`config.mk`:
```
export PLATFORM = sky130hd
export DESIGN_NAME = pipe_hazard_unit
export DESIGN_NICKNAME = d
export VERILOG_FILES = /design/src/rtl/pipe_hazard_unit_pkg.sv /design/src/rtl/pipe_hazard_unit_hazard_match.sv /design/src/rtl/pipe_hazard_unit.sv
export SDC_FILE = /design/constraint.sdc
export NUM_CORES = 1
export LEC_CHECK = 0
export ABC_AREA = 1
export CORE_ASPECT_RATIO = 1.2
export CORE_MARGIN = 2
export CORE_UTILIZATION = 51
export DETAILED_ROUTE_END_ITERATION = 16
export PLACE_DENSITY = 0.87
export SLEW_MARGIN = 20
export SYNTH_ARGS = -nofsm -noshare
export SYNTH_HDL_FRONTEND = slang
export SYNTH_SLANG_ARGS = --single-unit
```
`constraint.sdc`:
```
create_clock -name clk -period 2.2 [get_ports clk]
set_input_delay 0.44 -clock clk [delete_from_list [all_inputs] [get_ports clk]]
set_output_delay 0.44 -clock clk [all_outputs]
set_load 0.01 [all_outputs]
```
`src/rtl/pipe_hazard_unit_pkg.sv`:
```
// ---------------------------------------------------------------------------
// pipe_hazard_unit_pkg
//   Shared definitions for the pipeline hazard / forwarding controller:
//   default widths, forwarding-select encodings and the scoreboard entry
//   layout. No ports; imported by pipe_hazard_unit and hazard_match.
// ---------------------------------------------------------------------------
`ifndef RegAddrSize
`define RegAddrSize 5
`endif

package pipe_hazard_unit_pkg;

  // Default configuration of the in-order pipeline.
  localparam int DefRegAddrW   = `RegAddrSize;
  localparam int DefStages     = 3;
  localparam int DefLoadReady  = 3;
  localparam int DefFlushCycles = 2;
  localparam int DefCntW       = 16;

  // Forwarding select encodings: FWD_REG reads the register file, stage k
  // (1-based, 1 = youngest post-decode stage) is encoded as FWD_STAGE + k - 1.
  localparam int FWD_REG   = 0;
  localparam int FWD_STAGE = 1;

  // One scoreboard entry as held for each post-decode stage (default widths).
  typedef struct packed {
    logic                    valid;
    logic [`RegAddrSize-1:0] rd;
    logic                    isLoad;
  } sbEntry_t;

endpackage

```
`src/rtl/pipe_hazard_unit_hazard_match.sv`:
```
// ---------------------------------------------------------------------------
// hazard_match
//   Combinational priority matcher for one source operand against the
//   flattened scoreboard. The youngest matching producer wins; if that
//   producer is a load whose data is not yet available, loadHazard is raised
//   and the select is driven to the register-file encoding.
//
//   sbValid    in  STAGES              per-stage entry valid (bit 0 = stage 1)
//   sbRd       in  STAGES*REG_ADDR_W   per-stage destination registers
//   sbIsLoad   in  STAGES              per-stage load flag
//   rs         in  REG_ADDR_W          source register of the operand
//   rsUsed     in  1                   operand is actually read
//   fwdSel     out SEL_W               0 = register file, k = stage k
//   loadHazard out 1                   youngest producer is an unready load
// ---------------------------------------------------------------------------
module hazard_match
  import pipe_hazard_unit_pkg::*;
#(
  parameter int REG_ADDR_W = DefRegAddrW,
  parameter int STAGES     = DefStages,
  parameter int LOAD_READY = DefLoadReady,
  parameter int SEL_W      = $clog2(STAGES + 1)
) (
  input  logic [STAGES-1:0]            sbValid,
  input  logic [STAGES*REG_ADDR_W-1:0] sbRd,
  input  logic [STAGES-1:0]            sbIsLoad,
  input  logic [REG_ADDR_W-1:0]        rs,
  input  logic                         rsUsed,
  output logic [SEL_W-1:0]             fwdSel,
  output logic                         loadHazard
);

  logic [STAGES-1:0] hit;
  logic              found;

  // x0 is hard-wired zero, so it never matches anything.
  always_comb begin
    hit = '0;
    for (int k = 0; k < STAGES; k++) begin
      hit[k] = sbValid[k] && rsUsed && (rs != '0) &&
               (sbRd[k*REG_ADDR_W +: REG_ADDR_W] == rs);
    end
  end

  // Scan from the youngest stage; the first hit decides. A load that is too
  // young still claims priority so an older, stale producer cannot forward.
  always_comb begin
    fwdSel     = SEL_W'(FWD_REG);
    loadHazard = 1'b0;
    found      = 1'b0;
    for (int k = 0; k < STAGES; k++) begin
      if (hit[k] && !found) begin
        found = 1'b1;
        if (sbIsLoad[k] && ((k + 1) < LOAD_READY)) begin
          loadHazard = 1'b1;
        end else begin
          fwdSel = SEL_W'(FWD_STAGE + k);
        end
      end
    end
  end

endmodule

```
`src/rtl/pipe_hazard_unit.sv`:
```
// ---------------------------------------------------------------------------
// pipe_hazard_unit
//   Hazard detection and forwarding controller for the in-order pipeline
//   PC -> IF_ID -> decode -> DEC_ALU -> ALU_MEM -> MEM_WB. Tracks in-flight
//   destination registers per post-decode stage, produces operand forwarding
//   selects, load-use stalls, a multi-cycle flush after a redirect and a
//   saturating stall counter.
//
//   clk            in  1           clock
//   resetIn        in  1           synchronous active-high reset
//   decValid       in  1           decode holds a real instruction
//   decRs1/decRs2  in  REG_ADDR_W  source registers
//   decRs1Used/2   in  1           source register is read
//   decRd          in  REG_ADDR_W  destination register
//   decWriteEnable in  1           instruction writes rd
//   decIsLoad      in  1           instruction is a load
//   redirect       in  1           taken branch/jump resolved this cycle
//   stall          out 1           hold PC/IF_ID, bubble into stage 1
//   flushOut       out 1           squash IF_ID and decode
//   fwdSel1/2      out SEL_W       0 = register file, k = stage k
//   stallCount     out CNT_W       saturating stall-cycle count
// ---------------------------------------------------------------------------
module pipe_hazard_unit
  import pipe_hazard_unit_pkg::*;
#(
  parameter int REG_ADDR_W   = DefRegAddrW,
  parameter int STAGES       = DefStages,
  parameter int LOAD_READY   = DefLoadReady,
  parameter int FLUSH_CYCLES = DefFlushCycles,
  parameter int CNT_W        = DefCntW,
  localparam int SEL_W       = $clog2(STAGES + 1),
  localparam int FCNT_W      = $clog2(FLUSH_CYCLES + 1)
) (
  input  logic                  clk,
  input  logic                  resetIn,
  input  logic                  decValid,
  input  logic [REG_ADDR_W-1:0] decRs1,
  input  logic [REG_ADDR_W-1:0] decRs2,
  input  logic                  decRs1Used,
  input  logic                  decRs2Used,
  input  logic [REG_ADDR_W-1:0] decRd,
  input  logic                  decWriteEnable,
  input  logic                  decIsLoad,
  input  logic                  redirect,
  output logic                  stall,
  output logic                  flushOut,
  output logic [SEL_W-1:0]      fwdSel1,
  output logic [SEL_W-1:0]      fwdSel2,
  output logic [CNT_W-1:0]      stallCount
);

  if (LOAD_READY < 1 || LOAD_READY > STAGES) begin : gBadLoadReady
    $error("pipe_hazard_unit: LOAD_READY must lie in 1..STAGES");
  end
  if (FLUSH_CYCLES < 1) begin : gBadFlushCycles
    $error("pipe_hazard_unit: FLUSH_CYCLES must be at least 1");
  end

  // Scoreboard, bit/slice k-1 describes stage k.
  logic [STAGES-1:0]            sbValid;
  logic [STAGES*REG_ADDR_W-1:0] sbRd;
  logic [STAGES-1:0]            sbIsLoad;

  logic [FCNT_W-1:0] flushCnt;
  logic              loadHaz1;
  logic              loadHaz2;
  logic              enterP0;

  hazard_match #(
    .REG_ADDR_W (REG_ADDR_W),
    .STAGES     (STAGES),
    .LOAD_READY (LOAD_READY),
    .SEL_W      (SEL_W)
  ) uMatchRs1 (
    .sbValid    (sbValid),
    .sbRd       (sbRd),
    .sbIsLoad   (sbIsLoad),
    .rs         (decRs1),
    .rsUsed     (decRs1Used),
    .fwdSel     (fwdSel1),
    .loadHazard (loadHaz1)
  );

  hazard_match #(
    .REG_ADDR_W (REG_ADDR_W),
    .STAGES     (STAGES),
    .LOAD_READY (LOAD_READY),
    .SEL_W      (SEL_W)
  ) uMatchRs2 (
    .sbValid    (sbValid),
    .sbRd       (sbRd),
    .sbIsLoad   (sbIsLoad),
    .rs         (decRs2),
    .rsUsed     (decRs2Used),
    .fwdSel     (fwdSel2),
    .loadHazard (loadHaz2)
  );

  // A redirect squashes decode in its own cycle, and a squashed or
  // redirected-away instruction must never stall the front end.
  always_comb begin
    flushOut = (flushCnt != '0) | redirect;
    stall    = decValid & ~flushOut & (loadHaz1 | loadHaz2);
    enterP0  = decValid & decWriteEnable & (decRd != '0) & ~stall & ~flushOut;
  end

  // ---- decode -> stage 1 .. stage STAGES boundary ----
  // The scoreboard always advances; a stall or flush simply inserts a bubble
  // into stage 1, which is how a load ages into forwardable range.
  always_ff @(posedge clk) begin
    if (resetIn) begin
      sbValid <= '0;
    end else begin
      sbValid[0] <= enterP0;
      for (int k = 1; k < STAGES; k++) begin
        sbValid[k] <= sbValid[k-1];
      end
    end
  end

  // Entry payload only matters while the matching valid bit is set.
  always_ff @(posedge clk) begin
    sbRd[REG_ADDR_W-1:0] <= decRd;
    sbIsLoad[0]          <= decIsLoad;
    for (int k = 1; k < STAGES; k++) begin
      sbRd[k*REG_ADDR_W +: REG_ADDR_W] <= sbRd[(k-1)*REG_ADDR_W +: REG_ADDR_W];
      sbIsLoad[k]                      <= sbIsLoad[k-1];
    end
  end

  // A redirect during an ongoing flush restarts the full window.
  always_ff @(posedge clk) begin
    if (resetIn) begin
      flushCnt <= '0;
    end else if (redirect) begin
      flushCnt <= FCNT_W'(FLUSH_CYCLES);
    end else if (flushCnt != '0) begin
      flushCnt <= flushCnt - 1'b1;
    end
  end

  always_ff @(posedge clk) begin
    if (resetIn) begin
      stallCount <= '0;
    end else if (stall && (stallCount != '1)) begin
      stallCount <= stallCount + 1'b1;
    end
  end

endmodule

```
==> impl_metrics.ini, run 1 <==
[floorplanning]
rows = 26
initial_core_util = 0.524
die_area_um2 = 4850
ios = 45
core_region_area_um2 = 4200
die_h_um = 75.9
dieWidth_um = 63.9

[clock_tree]
holdBufCountCts = 0
cts-root-buf = clkbuf_8
numCtsBuffers = 5
clkLatencyLatePin_ns = 0.29
path_clk_slew_ns = 0.07
clock_path_buffers = 2
clock-sinks = 38
htree_levels = 2
cts_tree = done

[worst_setup_path]
start_kind = input pin
end_kind = output port
crit_chain = clkdlybuf4s15_2 > inv_2 > nand3_1 > nor2_4 > nor2_2 > buf_4 > nand3b_1 > nand2_2 > a21oi_2 > buf_2
cp.buffers_inverters = 4
worstSetupPathType = input pin to output port
cp.required_ns = 1.76
crit_fanout = 4
cp_top_family = buffers and inverters
crit_path_max_incr_delay_ns = 0.22
slowest_stage = clkdlybuf4s15_2
crit_arrival_ns = 1.70

[place]
post-place-ws_ns = -0.787
dp_cells = 430
gp_congestion = 0.928
port_buffers = 44
dp.final_hpwl_um = 4420

[synthesis]
seq_area_frac_synth = 0.346
ys_top_cells_by_count = nand2_1, dfxtp_1, nor2_1
synth_nets = 341
ys_warn_count = 0
synth_ff_type = dfxtp_1
syn_inst = 317
synthArstFlopShare = 0
synth_area_per_cell_um2 = 6.93
synth_edf_count = 0
synth_top_area_frac = 0.346
yosysMostFrequentCell = nand2_1
synthesis.area_um2 = 2200
ys_ff_latch = 38
yosysUniqueCellTypes = 33
ys_top_cells_by_area = dfxtp_1, nand2_1, nor2_1, nand4_1, inv_1
yosysTopAreaCell = dfxtp_1

[layout]
antennaDiodeCount = 0
finalNonFillerCells = 441
area_delta_synth_final_pct = 32.2
final_util = 0.693
drive_gt1_frac = 0.262
nFillCells = 356
num-nets-final = 408

[grt]
overflow = 0
antenna_found_initial = 0
grtUsageTotal = 0.250
grt_pass1_wl_um = 9580
grt_start_max_net_pins = 18
grt_pass1_vias = 2184

[drt]
first_pass_iters = 4
drt_iter0_drc = 147
drt-wirelength-per-cell_um = 13.5
ant_nets = 0
vias = 2334
drc = 0
wirelength_um = 5940
vias_per_cell = 5.29

[sta]
fin_ws_ns = 0.0593
fmax_ghz = 0.467
finalHoldViolCount = 0
fin_crit_sh = 0.973
tightest_slew_ns = 0.380
slew_headroom = 0.744
setup_viol = 0
rsz0062_at_grt = yes
fin_crit_ns = 2.14
final-max-slew-violation-count = 0
final.setup_skew_ns = 0.00685
setup_tns_ns = 0

[power]
p_total_mw = 1.39
max-vdd-ir-drop_mv = 0.294
power_density_nw_per_um2 = 478
leakage_nw = 1.23

[status]
run_status = complete, no violations

[min_path]
hold_class = flop to flop

[job]
cap_viol_max_count = 0
repair_timing:
action	4_1_cts	5_1_grt
endpoints found under the setup margin	8	5
buffers inserted	1	2
pin swaps	13	9
resized for setup	50	25
cells by family after synthesis:
kind of cell,after synthesis,share of synthesized area
buffers and inverters,42,0.0859
adder cells (fa/ha/maj),1,0.00569
AND/OR/NAND/NOR,188,0.403
flip-flops,38,0.346
AO/OA/AOI/OAI,33,0.0996
XOR/XNOR,15,0.0598
flip-flops by register name (all words and copies together) (netlist names):
register and count:
stallCount 16, sbRd 15, sbValid 3, flushCnt 2
sbIsLoad 2
cells in the final DEF (no fill, tap or decap), drive strengths merged, types with 2 or more instances in the layout:
cell / count
o211ai: 3
xnor2: 5
clkdlybuf4s50: 27
dlygate4sd2: 3
buf: 27
dfxtp: 38
o21ai: 5
nand2: 101
nand4: 19
nor3: 5
nand3: 22
clkbuf: 14
clkdlybuf4s15: 2
nor2: 36
inv: 34
a21oi: 21
xor2: 10
clkinv: 3
nor4: 4
layer usage:
layer	up-vias	routed length, um	global-route usage
met1	1072	2250	0.272
met4	0	212	0.113
met5	-	0	0
met2	79	3180	0.456
li1	1169	-	-
met3	14	302	0.0475
cell type report:
class                           count  area, um2  area share
Inverter                           36        135      0.0465
Tap cell                           56       70.1      0.0241
Sequential cell                    38        766       0.263
Clock buffer                        7       86.3      0.0297
Clock inverter                      1       5.00     0.00172
Timing Repair Buffer               66        544       0.187
Multi-Input combinational cell    237       1300       0.447
where the power goes:
group | leakage, nW | total [mW] | switching, mW | internal [mW]
logic | 0.866 | 0.167 | 0.0947 | 0.0727
clock network | 0.0482 | 0.497 | 0.244 | 0.253
registers | 0.313 | 0.726 | 0.0180 | 0.708
stage by stage:
stage / hold WS [ns] / instance area, um2
floorplan: 0.351 / 2200
global placement: 0.356 / 2800
detailed placement: 0.365 / 2800
CTS: 0.376 / 2910
global route: 0.386 / 2910
finish: 0.377 / 2910
final timing paths:
kind	startpoint	depth (start not counted)	slack, ns	end
max reg2reg	stallCount[1]$_SDFFE_PP0P_	10	0.25	stallCount[1]$_SDFFE_PP0P_
min reg2reg	sbRd[6]$_DFF_P_	0	0.38	sbRd[11]$_DFF_P_
max	decRs2[4]	10	0.06	stall
min	sbRd[6]$_DFF_P_	0	0.38	sbRd[11]$_DFF_P_
No activity file was read; power rests on OpenSTA's default activity.
==> run 2, diff against run 1 <==
Settings changed: REMOVE_ABC_BUFFERS set to 1.
Clock period 2.2 ns to 2.16 ns, I/O delays scaled along.
==> impl_metrics.ini, run 2 (same netlist as run 1, synthesis figures left out) <==
[clock_tree]
path_clk_slew_ns = 0.07
clkLatencyLatePin_ns = 0.28
numCtsBuffers = 5
cts_tree = done
cts-root-buf = clkbuf_8
clock_path_buffers = 2
holdBufCountCts = 0
htree_levels = 2
clock-sinks = 38

[power]
swShare = 0.218
clockPowerShare = 0.445
seqPwrFrac = 0.448
p_int_mw = 1.29
power_density_nw_per_um2 = 545
leakage_nw = 1.29
power_switching_mw = 0.360
power_frac_comb = 0.107
max-vdd-ir-drop_mv = 0.430

[drt]
first_pass_iters = 4
ant_nets = 0
drt_iter0_drc = 110
drc = 0
wirelength_um = 5980
vias_per_cell = 5.24
drt-wirelength-per-cell_um = 13.4
vias = 2347

[sta]
fmax_ghz = 0.473
finalHoldViolCount = 0
slew_headroom = 0.819
final.setup_skew_ns = 0.00734
fin_crit_ns = 2.11
rsz0062_at_grt = yes
tightest_slew_ns = 0.272
setup_viol = 0
final-max-slew-violation-count = 0
fin_crit_sh = 0.979
hold_slack_ns = 0.379

[layout]
top_regs = stallCount x16, sbRd x15, sbValid x3
antennaDiodeCount = 0
num-nets-final = 415
max_flop_register = stallCount
final_util = 0.722
drive_gt1_frac = 0.276
mostFrequentLayoutCells = nand2_1, dfxtp_1, nor2_1, clkdlybuf4s50_1, buf_4
stdcell_area_um2 = 3030
largest_reg_flops = 16
final_common_cell = nand2_1
area_delta_synth_final_pct = 37.8

[worst_setup_path]
reg2reg_from = stallCount[0]$_SDFFE_PP0P_
ff2ff_path_depth = 11
cp.required_ns = 1.73
cp-endpoint = stall
ff2ff_setup_slack_ns = 0.18
crit_fanout = 4
reg2reg_to = stallCount[1]$_SDFFE_PP0P_
crit_chain = dlygate4sd2_1 > buf_6 > nand2_1 > nand2_1 > nor2_1 > nand2_1 > nor2_4 > nand2_1 > nand2_1 > nand2_2 > a21oi_2 > buf_2
crit_start = decRs1[1]
worst_path_most_repeated_cell = nand2_1
crit_path_max_incr_delay_ns = 0.26
worstSetupPathType = input pin to output port
slowest_stage = dlygate4sd2_1
start_kind = input pin
end_kind = output port
crit_arrival_ns = 1.68

[grt]
grt_pass1_vias = 2276
antenna_found_initial = 0
grtUsageTotal = 0.255
grt_pass1_wl_um = 9830
overflow = 0
grt_start_max_net_pins = 18

[place]
place_area_um2 = 2840
port_buffers = 44
gp_congestion = 0.987
dp.final_hpwl_um = 4540

[floorplanning]
initial_core_util = 0.524
die_h_um = 75.9
core_region_area_um2 = 4200
die_area_um2 = 4850
rows = 26
dieWidth_um = 63.9
ios = 45

[min_path]
hold_class = flop to flop

[status]
run_status = complete, no violations

[job]
cap_viol_max_count = 0
## run 2: how the worst min path moves through the flow
stage,from,endpoint,depth (start not counted)
floorplan,sbRd[6]$_DFF_P_,sbRd[11]$_DFF_P_,0
global placement,sbRd[6]$_DFF_P_,sbRd[11]$_DFF_P_,0
detailed placement,sbRd[6]$_DFF_P_,sbRd[11]$_DFF_P_,0
CTS,sbRd[6]$_DFF_P_,sbRd[11]$_DFF_P_,0
global route,sbRd[6]$_DFF_P_,sbRd[11]$_DFF_P_,0
finish,sbRd[6]$_DFF_P_,sbRd[11]$_DFF_P_,0
## run 2: routing by layer
layer  global-route usage  share of wire  vias to the layer above
met5                    0              0                        -
met4                0.111          0.027                        0
met3               0.0504          0.054                       16
met2                0.476           0.54                       79
met1                0.270           0.38                     1069
li1                     -              -                     1183
## run 2: power by group through the flow
stage | registers [mW] | clock network [mW] | logic, mW
finish | 0.739 | 0.735 | 0.177
global route | 0.742 | 0.784 | 0.195
CTS | 0.738 | 0.752 | 0.170
detailed placement | 0.754 | 0 | 0.167
global placement | 0.753 | 0 | 0.167
floorplan | 0.748 | 0 | 0.0721
## run 2: worst max-delay path: cells and delay by family
family / cells / cell delay (ns)
buffers and inverters: 3 / 0.52
AOI/OAI and AO/OA: 1 / 0.13
and+or+nand+nor: 8 / 0.59
## run 2: layout make-up
type,instances,area (um2)
multi-input cells,237,1320
fillers,352,1170
flip-flops and latches,38,763
repair buffers,73,601
inverters,36,135
clock buffers,6,82.6
well taps,56,70.1
clock inverters,2,60.1
## run 2: stage by stage
step | TNS, ns | power [mW] | std cells | setup slack (ns)
after floorplan | 0 | 0.820 | 311 | 0.353
after global placement | -7.30 | 0.920 | 436 | -0.746
after detailed placement | -8.08 | 0.921 | 436 | -0.679
after CTS | 0 | 1.66 | 447 | 0.00207
after global routing | -0.0674 | 1.72 | 448 | -0.0674
final | 0 | 1.65 | 448 | 0.0459
## run 2: repair_timing
| item | in CTS | in global routing |
|---|---|---|
| gates resized for setup | 45 | 30 |
| pin swaps | 15 | 12 |
| setup buffers | 3 | 1 |
| setup endpoints to repair | 18 | 5 |
==> run 3, diff against run 2 <==
Settings changed: HOLD_SLACK_MARGIN set to 0.1.
==> results of run 3 <==
Same layout as run 2: the final DEF is identical, and so are final timing and power.
